$ cat config.mk
export PLATFORM = sky130hd
export DESIGN_NAME = control_unit
export DESIGN_NICKNAME = d
export VERILOG_FILES = /design/src/rtl/control_unit.sv
export SDC_FILE = /design/constraint.sdc
export NUM_CORES = 1
export LEC_CHECK = 0
export BUFFER_PORTS_ARGS = -buffer_cell sky130_fd_sc_hd__buf_2
export CORE_ASPECT_RATIO = 0.75
export CORE_MARGIN = 10
export CORE_UTILIZATION = 35
export DETAILED_ROUTE_END_ITERATION = 6
export PLACE_DENSITY = 0.62
export SYNTH_ARGS = -nofsm -noshare
export SYNTH_HDL_FRONTEND = slang
export SYNTH_SLANG_ARGS = --single-unit
$ cat constraint.sdc
create_clock -name clk -period 3.57 [get_ports clk]
set_clock_uncertainty 0.2 [all_clocks]
set_input_delay 0.5355 -clock clk [delete_from_list [all_inputs] [get_ports clk]]
set_output_delay 0.5355 -clock clk [all_outputs]
set_load 0.02 [all_outputs]
$ cat src/rtl/control_unit.sv
// control_unit: Moore-style sequencer for the 8-bit processing unit datapath.
//
// Steps every instruction through fetch (S_fet1, S_fet2), decode (S_dec) and
// an optional execute tail. It drives the datapath load/select strobes and the
// memory write strobe, and reports halt/illegal status plus a retired count.
//
// Ports:
//   clk            rising-edge clock
//   rst            asynchronous, active-low reset
//   instruction    IR contents: [7:4] opcode, [3:2] src reg, [1:0] dest reg
//   Zflag          datapath zero flag (looked at only in S_dec)
//   Load_R0..R3    register-file load strobes
//   Load_PC/Inc_PC program counter load / increment
//   Sel_Bus_1_Mux  0..3 = R0..R3, 4 = PC
//   Sel_Bus_2_Mux  0 = ALU, 1 = Bus_1, 2 = mem_word
//   Load_IR, Load_Add_R, Load_Reg_Y, Load_Reg_Z  datapath register loads
//   write          memory write strobe
//   halted         FSM sits in S_halt
//   illegal_op     sticky flag: an undefined opcode was decoded
//   instr_count    retired-instruction counter (wraps)
//   fsm_state      current FSM state, for observation only
//
// There is no valid/ready handshake here: every output is a pure function of
// the current state (plus instruction/Zflag while in S_dec) and is meaningful
// on every cycle.
module control_unit #(
    parameter int word_size = 8,
    parameter int op_size   = 4,
    parameter int Sel1_size = 3,
    parameter int Sel2_size = 2,
    parameter int cnt_size  = 16
) (
    input  logic                 clk,
    input  logic                 rst,
    input  logic [word_size-1:0] instruction,
    input  logic                 Zflag,
    output logic                 Load_R0,
    output logic                 Load_R1,
    output logic                 Load_R2,
    output logic                 Load_R3,
    output logic                 Load_PC,
    output logic                 Inc_PC,
    output logic [Sel1_size-1:0] Sel_Bus_1_Mux,
    output logic [Sel2_size-1:0] Sel_Bus_2_Mux,
    output logic                 Load_IR,
    output logic                 Load_Add_R,
    output logic                 Load_Reg_Y,
    output logic                 Load_Reg_Z,
    output logic                 write,
    output logic                 halted,
    output logic                 illegal_op,
    output logic [cnt_size-1:0]  instr_count,
    output logic [3:0]           fsm_state
);

    typedef enum logic [3:0] {
        S_idle = 4'd0,
        S_fet1 = 4'd1,
        S_fet2 = 4'd2,
        S_dec  = 4'd3,
        S_ex1  = 4'd4,
        S_rd1  = 4'd5,
        S_rd2  = 4'd6,
        S_wr1  = 4'd7,
        S_wr2  = 4'd8,
        S_br1  = 4'd9,
        S_br2  = 4'd10,
        S_halt = 4'd11
    } state_t;

    localparam logic [op_size-1:0] OP_NOP = op_size'(4'h0);
    localparam logic [op_size-1:0] OP_ADD = op_size'(4'h1);
    localparam logic [op_size-1:0] OP_SUB = op_size'(4'h2);
    localparam logic [op_size-1:0] OP_AND = op_size'(4'h3);
    localparam logic [op_size-1:0] OP_NOT = op_size'(4'h4);
    localparam logic [op_size-1:0] OP_RD  = op_size'(4'h5);
    localparam logic [op_size-1:0] OP_WR  = op_size'(4'h6);
    localparam logic [op_size-1:0] OP_BR  = op_size'(4'h7);
    localparam logic [op_size-1:0] OP_BRZ = op_size'(4'h8);
    localparam logic [op_size-1:0] OP_HLT = op_size'(4'hF);

    localparam logic [Sel1_size-1:0] SEL1_PC  = Sel1_size'(4);
    localparam logic [Sel2_size-1:0] SEL2_ALU = Sel2_size'(0);
    localparam logic [Sel2_size-1:0] SEL2_B1  = Sel2_size'(1);
    localparam logic [Sel2_size-1:0] SEL2_MEM = Sel2_size'(2);

    state_t             state;
    state_t             next_state;
    logic [op_size-1:0] opcode;
    logic [1:0]         src;
    logic [1:0]         dest;
    logic [3:0]         load_r;
    logic               set_illegal;
    logic               count_en;

    assign opcode    = instruction[word_size-1 -: op_size];
    assign src       = instruction[3:2];
    assign dest      = instruction[1:0];
    assign fsm_state = state;
    assign halted    = (state == S_halt);

    assign Load_R0 = load_r[0];
    assign Load_R1 = load_r[1];
    assign Load_R2 = load_r[2];
    assign Load_R3 = load_r[3];

    // An instruction retires on the edge that returns to S_fet1 from any
    // state that finishes one; the S_idle -> S_fet1 start-up edge does not.
    assign count_en = (next_state == S_fet1) &&
                      (state == S_dec || state == S_ex1 || state == S_rd2 ||
                       state == S_wr2 || state == S_br2);

    always_ff @(posedge clk or negedge rst) begin
        if (!rst) begin
            state       <= S_idle;
            illegal_op  <= 1'b0;
            instr_count <= '0;
        end else begin
            state <= next_state;
            if (set_illegal) begin
                illegal_op <= 1'b1;
            end
            if (count_en) begin
                instr_count <= instr_count + cnt_size'(1);
            end
        end
    end

    always_comb begin
        next_state    = state;
        load_r        = 4'b0000;
        Load_PC       = 1'b0;
        Inc_PC        = 1'b0;
        Sel_Bus_1_Mux = '0;
        Sel_Bus_2_Mux = '0;
        Load_IR       = 1'b0;
        Load_Add_R    = 1'b0;
        Load_Reg_Y    = 1'b0;
        Load_Reg_Z    = 1'b0;
        write         = 1'b0;
        set_illegal   = 1'b0;

        case (state)
            S_idle: begin
                next_state = S_fet1;
            end
            S_fet1: begin
                Sel_Bus_1_Mux = SEL1_PC;
                Sel_Bus_2_Mux = SEL2_B1;
                Load_Add_R    = 1'b1;
                Inc_PC        = 1'b1;
                next_state    = S_fet2;
            end
            S_fet2: begin
                Sel_Bus_2_Mux = SEL2_MEM;
                Load_IR       = 1'b1;
                next_state    = S_dec;
            end
            S_dec: begin
                case (opcode)
                    OP_NOP: next_state = S_fet1;
                    OP_ADD, OP_SUB, OP_AND: begin
                        Sel_Bus_1_Mux = Sel1_size'(src);
                        Sel_Bus_2_Mux = SEL2_B1;
                        Load_Reg_Y    = 1'b1;
                        next_state    = S_ex1;
                    end
                    OP_NOT: begin
                        Sel_Bus_1_Mux = Sel1_size'(src);
                        Sel_Bus_2_Mux = SEL2_ALU;
                        Load_Reg_Z    = 1'b1;
                        load_r        = 4'b0001 << dest;
                        next_state    = S_fet1;
                    end
                    OP_RD, OP_WR, OP_BR: begin
                        Sel_Bus_1_Mux = SEL1_PC;
                        Sel_Bus_2_Mux = SEL2_B1;
                        Load_Add_R    = 1'b1;
                        if (opcode == OP_RD) begin
                            next_state = S_rd1;
                        end else if (opcode == OP_WR) begin
                            next_state = S_wr1;
                        end else begin
                            next_state = S_br1;
                        end
                    end
                    OP_BRZ: begin
                        if (Zflag) begin
                            Sel_Bus_1_Mux = SEL1_PC;
                            Sel_Bus_2_Mux = SEL2_B1;
                            Load_Add_R    = 1'b1;
                            next_state    = S_br1;
                        end else begin
                            // Not taken: step over the branch-target byte.
                            Inc_PC     = 1'b1;
                            next_state = S_fet1;
                        end
                    end
                    OP_HLT: next_state = S_halt;
                    default: begin
                        set_illegal = 1'b1;
                        next_state  = S_halt;
                    end
                endcase
            end
            S_ex1: begin
                Sel_Bus_1_Mux = Sel1_size'(dest);
                Sel_Bus_2_Mux = SEL2_ALU;
                Load_Reg_Z    = 1'b1;
                load_r        = 4'b0001 << dest;
                next_state    = S_fet1;
            end
            S_rd1, S_wr1: begin
                Sel_Bus_2_Mux = SEL2_MEM;
                Load_Add_R    = 1'b1;
                Inc_PC        = 1'b1;
                next_state    = (state == S_rd1) ? S_rd2 : S_wr2;
            end
            S_rd2: begin
                Sel_Bus_2_Mux = SEL2_MEM;
                load_r        = 4'b0001 << dest;
                next_state    = S_fet1;
            end
            S_wr2: begin
                Sel_Bus_1_Mux = Sel1_size'(src);
                write         = 1'b1;
                next_state    = S_fet1;
            end
            S_br1: begin
                Sel_Bus_2_Mux = SEL2_MEM;
                Load_Add_R    = 1'b1;
                next_state    = S_br2;
            end
            S_br2: begin
                Sel_Bus_2_Mux = SEL2_MEM;
                Load_PC       = 1'b1;
                next_state    = S_fet1;
            end
            S_halt: begin
                next_state = S_halt;
            end
            default: begin
                next_state = S_idle;
            end
        endcase
    end

endmodule

==> run_summary.xml, run 1 <==
<?xml version="1.0" encoding="UTF-8"?>
<metrics>
  <group name="worst_setup_path">
    <metric name="worstPathArrival" unit="ps">2300</metric>
    <metric name="worst-path-buf-inv" unit="">1</metric>
    <metric name="critPathMaxFanout" unit="">15</metric>
    <metric name="worst_ep_required_time" unit="ps">2830</metric>
    <metric name="cp_cell_sequence" unit="">nand2_2 -&gt; or3_4 -&gt; nor2_1 -&gt; a32o_1 -&gt; nor3b_1 -&gt; buf_2</metric>
    <metric name="startpoint_type" unit="">flip-flop</metric>
    <metric name="endpoint_kind" unit="">output pin</metric>
    <metric name="setup.worst_path.class" unit="">reg2out</metric>
    <metric name="critical_path.slowest_cell" unit="">sky130_fd_sc_hd__dfrtp_1</metric>
    <metric name="max_stage_delay" unit="ps">640</metric>
    <metric name="critical-path-top-delay-family" unit="">simple AND/OR/NAND/NOR gates</metric>
  </group>
  <group name="grt">
    <metric name="grt_start_max_net_pins" unit="">22</metric>
    <metric name="grt.busiest_layer" unit="">met2</metric>
    <metric name="grt_pass1_wl" unit="mm">5.43</metric>
    <metric name="first_global_vias" unit="">1116</metric>
    <metric name="grt_antenna_before_repair" unit="">0</metric>
    <metric name="grtUsageMet2" unit="%">15.6</metric>
    <metric name="gr-usage-all-layers" unit="%">9.54</metric>
    <metric name="global_route.usage.met3" unit="%">3.02</metric>
    <metric name="grt.met1_usage" unit="%">12.0</metric>
    <metric name="global_route.overflow_total" unit="">0</metric>
  </group>
  <group name="clock_tree">
    <metric name="cts_tree" unit="">yes</metric>
    <metric name="cts_max_level" unit="">1</metric>
    <metric name="cts_setup_buffers" unit="">0</metric>
    <metric name="cts-hold-fix-buffers" unit="">0</metric>
    <metric name="cts.sinks" unit="">21</metric>
    <metric name="numCtsBuffers" unit="">3</metric>
    <metric name="worstSkewPairLatency" unit="ps">260</metric>
    <metric name="cts_resized" unit="">0</metric>
    <metric name="worst_setup_hold_path_clk_slew" unit="ps">80</metric>
    <metric name="clockBufferDepth" unit="">2</metric>
    <metric name="cts_root_buffer" unit="">sky130_fd_sc_hd__clkbuf_8</metric>
  </group>
  <group name="pwr">
    <metric name="pwr_density_cell" unit="mW/mm^2">770</metric>
    <metric name="p_sw" unit="mW">0.661</metric>
    <metric name="p_seq_share" unit="%">32.8</metric>
    <metric name="p_clk_share" unit="%">11.8</metric>
    <metric name="p_int" unit="mW">0.629</metric>
    <metric name="power_leakage" unit="nW">0.842</metric>
    <metric name="netSwitchingFraction" unit="%">51.2</metric>
    <metric name="p_comb_share" unit="%">55.4</metric>
    <metric name="worst_ir_drop_vdd" unit="V">0.000301</metric>
  </group>
  <group name="synth">
    <metric name="synth_warnings" unit="">0</metric>
    <metric name="synth_cell_types" unit="">44</metric>
    <metric name="seq_total_area_yosys" unit="%">38.0</metric>
    <metric name="synthesis.area" unit="sq mm">0.00138</metric>
    <metric name="synth_fp_nets" unit="">159</metric>
    <metric name="synth-seq-cells" unit="">21</metric>
    <metric name="synth_area_per_cell" unit="sq um">9.41</metric>
    <metric name="synth_cells" unit="">147</metric>
  </group>
  <group name="sta">
    <metric name="tcrit_tclk_final" unit="%">85.1</metric>
    <metric name="finalSetupViolations" unit="">0</metric>
    <metric name="worst-slew-pin-transition" unit="ps">767</metric>
    <metric name="fin_setup_tns" unit="ps">0</metric>
    <metric name="hold_violations" unit="">0</metric>
    <metric name="max_slew_margin" unit="%">48.8</metric>
    <metric name="max_freq" unit="GHz">0.329</metric>
    <metric name="period_minus_slack" unit="ps">3040</metric>
    <metric name="final_max_slew_viol_count" unit="">0</metric>
    <metric name="setup_repair_after_global_routing_missed_its_margin" unit="">false</metric>
  </group>
  <group name="layout">
    <metric name="final_cell_area" unit="sq mm">0.00167</metric>
    <metric name="insertedDiodeCount" unit="">0</metric>
    <metric name="finish.utilization" unit="%">44.9</metric>
    <metric name="nets" unit="">204</metric>
    <metric name="finalNonFillerCells" unit="">243</metric>
    <metric name="post_route_cells_drive_above_1_share" unit="%">36.1</metric>
    <metric name="area_delta_synth_final" unit="%">21.1</metric>
  </group>
  <group name="floorplanning">
    <metric name="die_y" unit="um">74.4</metric>
    <metric name="num_rows" unit="">19</metric>
    <metric name="initial_core_utilization" unit="%">37.0</metric>
    <metric name="dieWidth" unit="um">92.6</metric>
    <metric name="die-area" unit="sq mm">0.00689</metric>
    <metric name="floorplan.core_area" unit="sq mm">0.00373</metric>
    <metric name="boundaryPins" unit="">49</metric>
  </group>
  <group name="place">
    <metric name="port_buffers" unit="">48</metric>
    <metric name="dp_hpwl" unit="mm">2.67</metric>
    <metric name="post_dp_cell_area" unit="sq mm">0.00163</metric>
    <metric name="dp.cells" unit="">239</metric>
    <metric name="gp_congestion" unit="">0.808</metric>
  </group>
  <group name="drt">
    <metric name="drt-wirelength-per-cell" unit="um">14.1</metric>
    <metric name="antenna_violating_nets_post_route" unit="">0</metric>
    <metric name="route.vias.total" unit="">1258</metric>
    <metric name="post-route-drc-count" unit="">0</metric>
    <metric name="totalWireLength" unit="mm">3.42</metric>
    <metric name="post_dr_vias_cell" unit="">5.18</metric>
    <metric name="drt-pass1-iter-count" unit="">4</metric>
    <metric name="drtIter0Drc" unit="">104</metric>
  </group>
  <group name="run_status">
    <metric name="run_status" unit="">complete, no violations</metric>
  </group>
  <group name="worst_hold_path">
    <metric name="hold_path.class" unit="">in2async</metric>
  </group>
  <group name="run">
    <metric name="timing.max_cap.violations" unit="">0</metric>
  </group>
</metrics>
[worst register-to-register path, cell delays in order, from the launching register on]
cell,delay (ps)
sky130_fd_sc_hd__dfrtp_1,640
sky130_fd_sc_hd__nand2_2,170
sky130_fd_sc_hd__or3_4,390
sky130_fd_sc_hd__nor3_2,210
sky130_fd_sc_hd__o21ai_2,240
sky130_fd_sc_hd__or3_1,450
sky130_fd_sc_hd__xnor2_1,130
[worst paths after layout]
check	startpoint	endpoint	slack (ps)	cells past startpoint
max	fsm_state[0]$_DFF_PN0_	Load_R0	530	6
min	rst	instr_count[6]$_DFFE_PN0P_	20	1
max reg2reg	fsm_state[0]$_DFF_PN0_	instr_count[12]$_DFFE_PN0P_	1030	6
min reg2reg	illegal_op$_DFFE_PN0P_	illegal_op$_DFFE_PN0P_	270	2
max in group asynchronous	rst	instr_count[2]$_DFFE_PN0P_	2830	1
min in group clk	illegal_op$_DFFE_PN0P_	illegal_op$_DFFE_PN0P_	270	2
[cell usage after synthesis]
master	number	area, sq um
sky130_fd_sc_hd__a311o_1	1	10.0
sky130_fd_sc_hd__nand2_2	1	6.26
sky130_fd_sc_hd__o21ai_0	3	15.0
sky130_fd_sc_hd__a211oi_1	1	7.51
sky130_fd_sc_hd__nand4bb_1	1	11.3
sky130_fd_sc_hd__a22o_1	2	17.5
sky130_fd_sc_hd__ha_1	1	12.5
sky130_fd_sc_hd__o21ai_2	1	8.76
sky130_fd_sc_hd__xor2_1	12	105
sky130_fd_sc_hd__a221oi_1	2	17.5
sky130_fd_sc_hd__inv_1	6	22.5
sky130_fd_sc_hd__nand2_1	9	33.8
sky130_fd_sc_hd__a21o_1	4	30.0
sky130_fd_sc_hd__nor4_2	7	87.6
sky130_fd_sc_hd__and3_1	3	18.8
sky130_fd_sc_hd__buf_6	3	33.8
sky130_fd_sc_hd__a31oi_1	2	12.5
sky130_fd_sc_hd__inv_2	2	7.51
sky130_fd_sc_hd__nor3b_1	1	7.51
sky130_fd_sc_hd__nand3_1	6	30.0
sky130_fd_sc_hd__a31o_2	1	8.76
sky130_fd_sc_hd__nand2b_1	3	18.8
sky130_fd_sc_hd__or3_1	1	6.26
sky130_fd_sc_hd__nand4_1	3	18.8
sky130_fd_sc_hd__or2_1	1	6.26
sky130_fd_sc_hd__xnor2_1	4	35.0
sky130_fd_sc_hd__a2bb2oi_1	1	8.76
sky130_fd_sc_hd__clkbuf_1	1	3.75
sky130_fd_sc_hd__mux2_2	1	11.3
sky130_fd_sc_hd__a311oi_2	1	15.0
sky130_fd_sc_hd__buf_2	3	15.0
sky130_fd_sc_hd__a32o_1	1	10.0
sky130_fd_sc_hd__nand4b_1	1	8.76
sky130_fd_sc_hd__or2_2	1	6.26
sky130_fd_sc_hd__nor4_1	6	37.5
sky130_fd_sc_hd__a21oi_1	1	5.00
sky130_fd_sc_hd__nor2_1	14	52.6
sky130_fd_sc_hd__or3_4	1	11.3
sky130_fd_sc_hd__nor3_2	1	10.0
sky130_fd_sc_hd__dfrtp_1	21	526
sky130_fd_sc_hd__buf_4	1	7.51
sky130_fd_sc_hd__mux2i_1	1	10.0
sky130_fd_sc_hd__o31ai_1	2	15.0
sky130_fd_sc_hd__nor3_1	8	40.0
[registers in the layout (all words and copies together), names as in the netlist]
signal / count
illegal_op: 1
fsm_state: 4
instr_count: 16
[through the flow]
step | total power, mW | hold WS (ps) | worst slack [ps]
global route | 1.40 | 35.3 | 391
detailed placement | 1.15 | 253 | 822
finish | 1.29 | 19.7 | 531
floorplan | 0.970 | 39.9 | 858
CTS | 1.31 | 32.3 | 527
global placement | 1.16 | 262 | 759
[power by group through the flow]
stage	logic, mW	clock network (mW)	registers (mW)
after floorplan	0.529	0	0.441
after global placement	0.730	0	0.431
after detailed placement	0.722	0	0.427
after CTS	0.728	0.159	0.423
after global routing	0.791	0.167	0.442
final	0.714	0.152	0.424
[cells in the final DEF, fill, tap and decap left out, types with 2 or more instances in the layout]
cell                       synthesis  routed
sky130_fd_sc_hd__a22o_1            2       2
sky130_fd_sc_hd__nand2b_1          3       3
sky130_fd_sc_hd__inv_1             6       6
sky130_fd_sc_hd__nand3_1           6       6
sky130_fd_sc_hd__o31ai_1           2       2
sky130_fd_sc_hd__xnor2_1           4       4
sky130_fd_sc_hd__a21o_1            4       4
sky130_fd_sc_hd__nor4_2            7       7
sky130_fd_sc_hd__nand2_1           9       9
sky130_fd_sc_hd__a221oi_1          2       2
sky130_fd_sc_hd__nor4_1            6       6
sky130_fd_sc_hd__dfrtp_1          21      21
sky130_fd_sc_hd__nand4_1           3       3
sky130_fd_sc_hd__buf_2             3      48
sky130_fd_sc_hd__a31oi_1           2       2
sky130_fd_sc_hd__inv_2             2       2
sky130_fd_sc_hd__and3_1            3       3
sky130_fd_sc_hd__nor3_1            8       8
sky130_fd_sc_hd__nor2_1           14      14
sky130_fd_sc_hd__o21ai_0           3       3
sky130_fd_sc_hd__xor2_1           12      12
sky130_fd_sc_hd__clkbuf_8          0       3
[routing by layer]
metal | routed length (um) | share of wire (%)
met1 | 1490 | 44
met2 | 1680 | 49
met3 | 220 | 6.4
met4 | 27 | 0.79
met5 | 0 | 0
[area by class of cell]
class / count / area, sq um
Inverter: 8 / 30.0
Fill cell: 375 / 2060
Clock buffer: 3 / 41.3
Sequential cell: 21 / 526
Timing Repair Buffer: 48 / 240
Clock inverter: 1 / 5.00
Tap cell: 52 / 65.1
Multi-Input combinational cell: 110 / 767
[cells by family (layout without fill, tap and decap cells)]
logic type                 after synthesis  in the layout  synth area share, %
AOI/OAI and AO/OA                       23             23                 13.1
xor gates and xnor gates                16             16                 10.1
adders and majority gates                1              1                0.905
buffers and inverters                   16             60                 6.52
DFF                                     21             21                 38.0
muxes                                    2              2                 1.54
and+or+nand+nor                         68             68                 29.8
Note: power is estimated with default switching activity, not from simulation.
==> inputs of run 2 (changes only) <==
- CORE_UTILIZATION: 35 -> 53
- PLACE_DENSITY: 0.62 -> 0.86
==> run_summary.xml, run 2 (synthesized netlist as in run 1, its figures left out) <==
<?xml version="1.0" encoding="UTF-8"?>
<metrics>
  <group name="sta">
    <metric name="setup_repair_after_global_routing_missed_its_margin" unit="">false</metric>
    <metric name="fin_setup_tns" unit="ps">0</metric>
    <metric name="final_max_slew_viol_count" unit="">0</metric>
    <metric name="max_slew_margin" unit="%">49.6</metric>
    <metric name="finalSetupViolations" unit="">0</metric>
    <metric name="worst-slew-pin-transition" unit="ps">757</metric>
    <metric name="tcrit_tclk_final" unit="%">85.4</metric>
    <metric name="max_freq" unit="GHz">0.328</metric>
    <metric name="hold_violations" unit="">0</metric>
    <metric name="period_minus_slack" unit="ps">3050</metric>
  </group>
  <group name="grt">
    <metric name="gr-usage-all-layers" unit="%">14.1</metric>
    <metric name="first_global_vias" unit="">1254</metric>
    <metric name="grt_antenna_before_repair" unit="">0</metric>
    <metric name="grt_start_max_net_pins" unit="">22</metric>
    <metric name="global_route.overflow_total" unit="">0</metric>
    <metric name="grt_pass1_wl" unit="mm">5.95</metric>
  </group>
  <group name="place">
    <metric name="port_buffers" unit="">48</metric>
    <metric name="gp_congestion" unit="">0.923</metric>
    <metric name="dp_hpwl" unit="mm">2.77</metric>
    <metric name="dp.cells" unit="">221</metric>
  </group>
  <group name="worst_setup_path">
    <metric name="worstRegToRegCells" unit="">6</metric>
    <metric name="worst-r2r-setup-slack" unit="ps">1040</metric>
    <metric name="worst_ep_required_time" unit="ps">2830</metric>
    <metric name="endpoint_kind" unit="">output pin</metric>
    <metric name="worst-path-buf-inv" unit="">1</metric>
    <metric name="cp-startpoint" unit="">fsm_state[0]$_DFF_PN0_</metric>
    <metric name="cp_cell_sequence" unit="">nand2_2 -&gt; or3_4 -&gt; nor2_1 -&gt; a32o_1 -&gt; nor3b_1 -&gt; buf_2</metric>
    <metric name="critical_path.slowest_cell" unit="">sky130_fd_sc_hd__dfrtp_1</metric>
    <metric name="startpoint_type" unit="">flip-flop</metric>
    <metric name="setup.worst_path.class" unit="">reg2out</metric>
    <metric name="critical_path_depth" unit="">6</metric>
    <metric name="worstPathArrival" unit="ps">2310</metric>
    <metric name="critical-path-top-delay-family" unit="">simple AND/OR/NAND/NOR gates</metric>
    <metric name="r2r-start" unit="">fsm_state[0]$_DFF_PN0_</metric>
    <metric name="crit-reg2reg-capture" unit="">instr_count[12]$_DFFE_PN0P_</metric>
    <metric name="max_stage_delay" unit="ps">650</metric>
    <metric name="critPathMaxFanout" unit="">15</metric>
  </group>
  <group name="pwr">
    <metric name="worst_ir_drop_vdd" unit="V">0.000358</metric>
    <metric name="power.total" unit="mW">1.26</metric>
    <metric name="power_leakage" unit="nW">0.838</metric>
    <metric name="pwr_density_cell" unit="mW/mm^2">768</metric>
  </group>
  <group name="clock_tree">
    <metric name="cts_resized" unit="">0</metric>
    <metric name="cts_max_level" unit="">1</metric>
    <metric name="worstSkewPairLatency" unit="ps">310</metric>
    <metric name="cts_setup_buffers" unit="">0</metric>
    <metric name="numCtsBuffers" unit="">3</metric>
    <metric name="cts_tree" unit="">yes</metric>
    <metric name="cts_root_buffer" unit="">sky130_fd_sc_hd__clkbuf_4</metric>
    <metric name="clockBufferDepth" unit="">2</metric>
    <metric name="worst_setup_hold_path_clk_slew" unit="ps">120</metric>
    <metric name="cts.sinks" unit="">21</metric>
  </group>
  <group name="layout">
    <metric name="regMostFlops" unit="">instr_count</metric>
    <metric name="nets" unit="">205</metric>
    <metric name="finalNonFillerCells" unit="">226</metric>
    <metric name="post_route_cells_drive_above_1_share" unit="%">35.9</metric>
    <metric name="most_common_cell_after_layout_fill_and_taps_aside" unit="">sky130_fd_sc_hd__buf_2</metric>
    <metric name="area_delta_synth_final" unit="%">18.8</metric>
    <metric name="insertedDiodeCount" unit="">0</metric>
    <metric name="most-common-layout-cells" unit="">sky130_fd_sc_hd__buf_2, sky130_fd_sc_hd__dfrtp_1, sky130_fd_sc_hd__nor2_1</metric>
    <metric name="number_of_flip_flops_in_the_largest_register" unit="">16</metric>
  </group>
  <group name="floorplanning">
    <metric name="die_y" unit="um">64.2</metric>
    <metric name="dieWidth" unit="um">79.0</metric>
    <metric name="floorplan.core_area" unit="sq mm">0.00238</metric>
    <metric name="initial_core_utilization" unit="%">58.0</metric>
    <metric name="die-area" unit="sq mm">0.00507</metric>
    <metric name="num_rows" unit="">15</metric>
    <metric name="boundaryPins" unit="">49</metric>
  </group>
  <group name="drt">
    <metric name="antenna_violating_nets_post_route" unit="">0</metric>
    <metric name="totalWireLength" unit="mm">3.52</metric>
    <metric name="drt-pass1-iter-count" unit="">4</metric>
    <metric name="post_dr_vias_cell" unit="">5.84</metric>
    <metric name="drt-wirelength-per-cell" unit="um">15.6</metric>
    <metric name="drtIter0Drc" unit="">146</metric>
    <metric name="post-route-drc-count" unit="">0</metric>
    <metric name="route.vias.total" unit="">1319</metric>
  </group>
  <group name="run_status">
    <metric name="run_status" unit="">complete, no violations</metric>
  </group>
  <group name="worst_hold_path">
    <metric name="hold_path.class" unit="">reg2reg</metric>
    <metric name="hold_start" unit="">illegal_op$_DFFE_PN0P_</metric>
    <metric name="hold_path_end" unit="">illegal_op$_DFFE_PN0P_</metric>
    <metric name="whs_path_depth" unit="">2</metric>
  </group>
  <group name="run">
    <metric name="timing.max_cap.violations" unit="">0</metric>
  </group>
</metrics>
==> run 2: cell type report <==
class / count / area (sq um)
inverters: 8 / 30.0
repair buffers: 49 / 250
well taps: 34 / 42.5
clock buffers: 3 / 22.5
fillers: 196 / 741
clock inverters: 1 / 5.00
multi-input cells: 110 / 767
flip-flops and latches: 21 / 526
==> run 2: what timing repair did <==
item                                    4_1_cts  5_1_grt
hold buffers                                  1        0
endpoints found under the setup margin        0        0
endpoints found under the hold margin        21        0
==> run 2: worst max path at each step <==
stage | to | slack [ps]
floorplan | Load_R0 | 860
global placement | Load_Add_R | 900
detailed placement | Load_Add_R | 830
CTS | Load_R0 | 520
global route | Load_R0 | 340
finish | Load_R0 | 520
==> run 2: metrics by stage <==
stage | utilization [%] | area, sq um | hold slack, ps | setup WS (ps)
floorplan | - | 1380 | 39.9 | 858
global placement | 67.3 | 1610 | 250 | 896
detailed placement | 67.3 | 1610 | 256 | 832
CTS | 68.9 | 1640 | 284 | 522
global route | 68.9 | 1640 | 303 | 339
finish | 68.9 | 1640 | 276 | 522
==> run 2: layer usage <==
layer  up-vias  global-route usage, %  wire [um]
li1        627                      -          -
met1       625                   16.6       1480
met2        59                   22.3       1620
met3         8                   6.28        360
met4         0                   5.13         60
met5         -                      0          0
==> run 2: tightest hold or removal path, stage by stage (launching register included) <==
cell and delay, ps:
sky130_fd_sc_hd__dfrtp_1 360, sky130_fd_sc_hd__inv_1 40, sky130_fd_sc_hd__o31ai_1 50
==> run 2: power by group <==
part | leakage, nW | internal, mW | switching, mW | total, mW
Sequential | 0.263 | 0.299 | 0.125 | 0.423
Combinational | 0.558 | 0.252 | 0.473 | 0.725
Clock | 0.0177 | 0.0419 | 0.0715 | 0.113
Total | 0.838 | 0.593 | 0.669 | 1.26
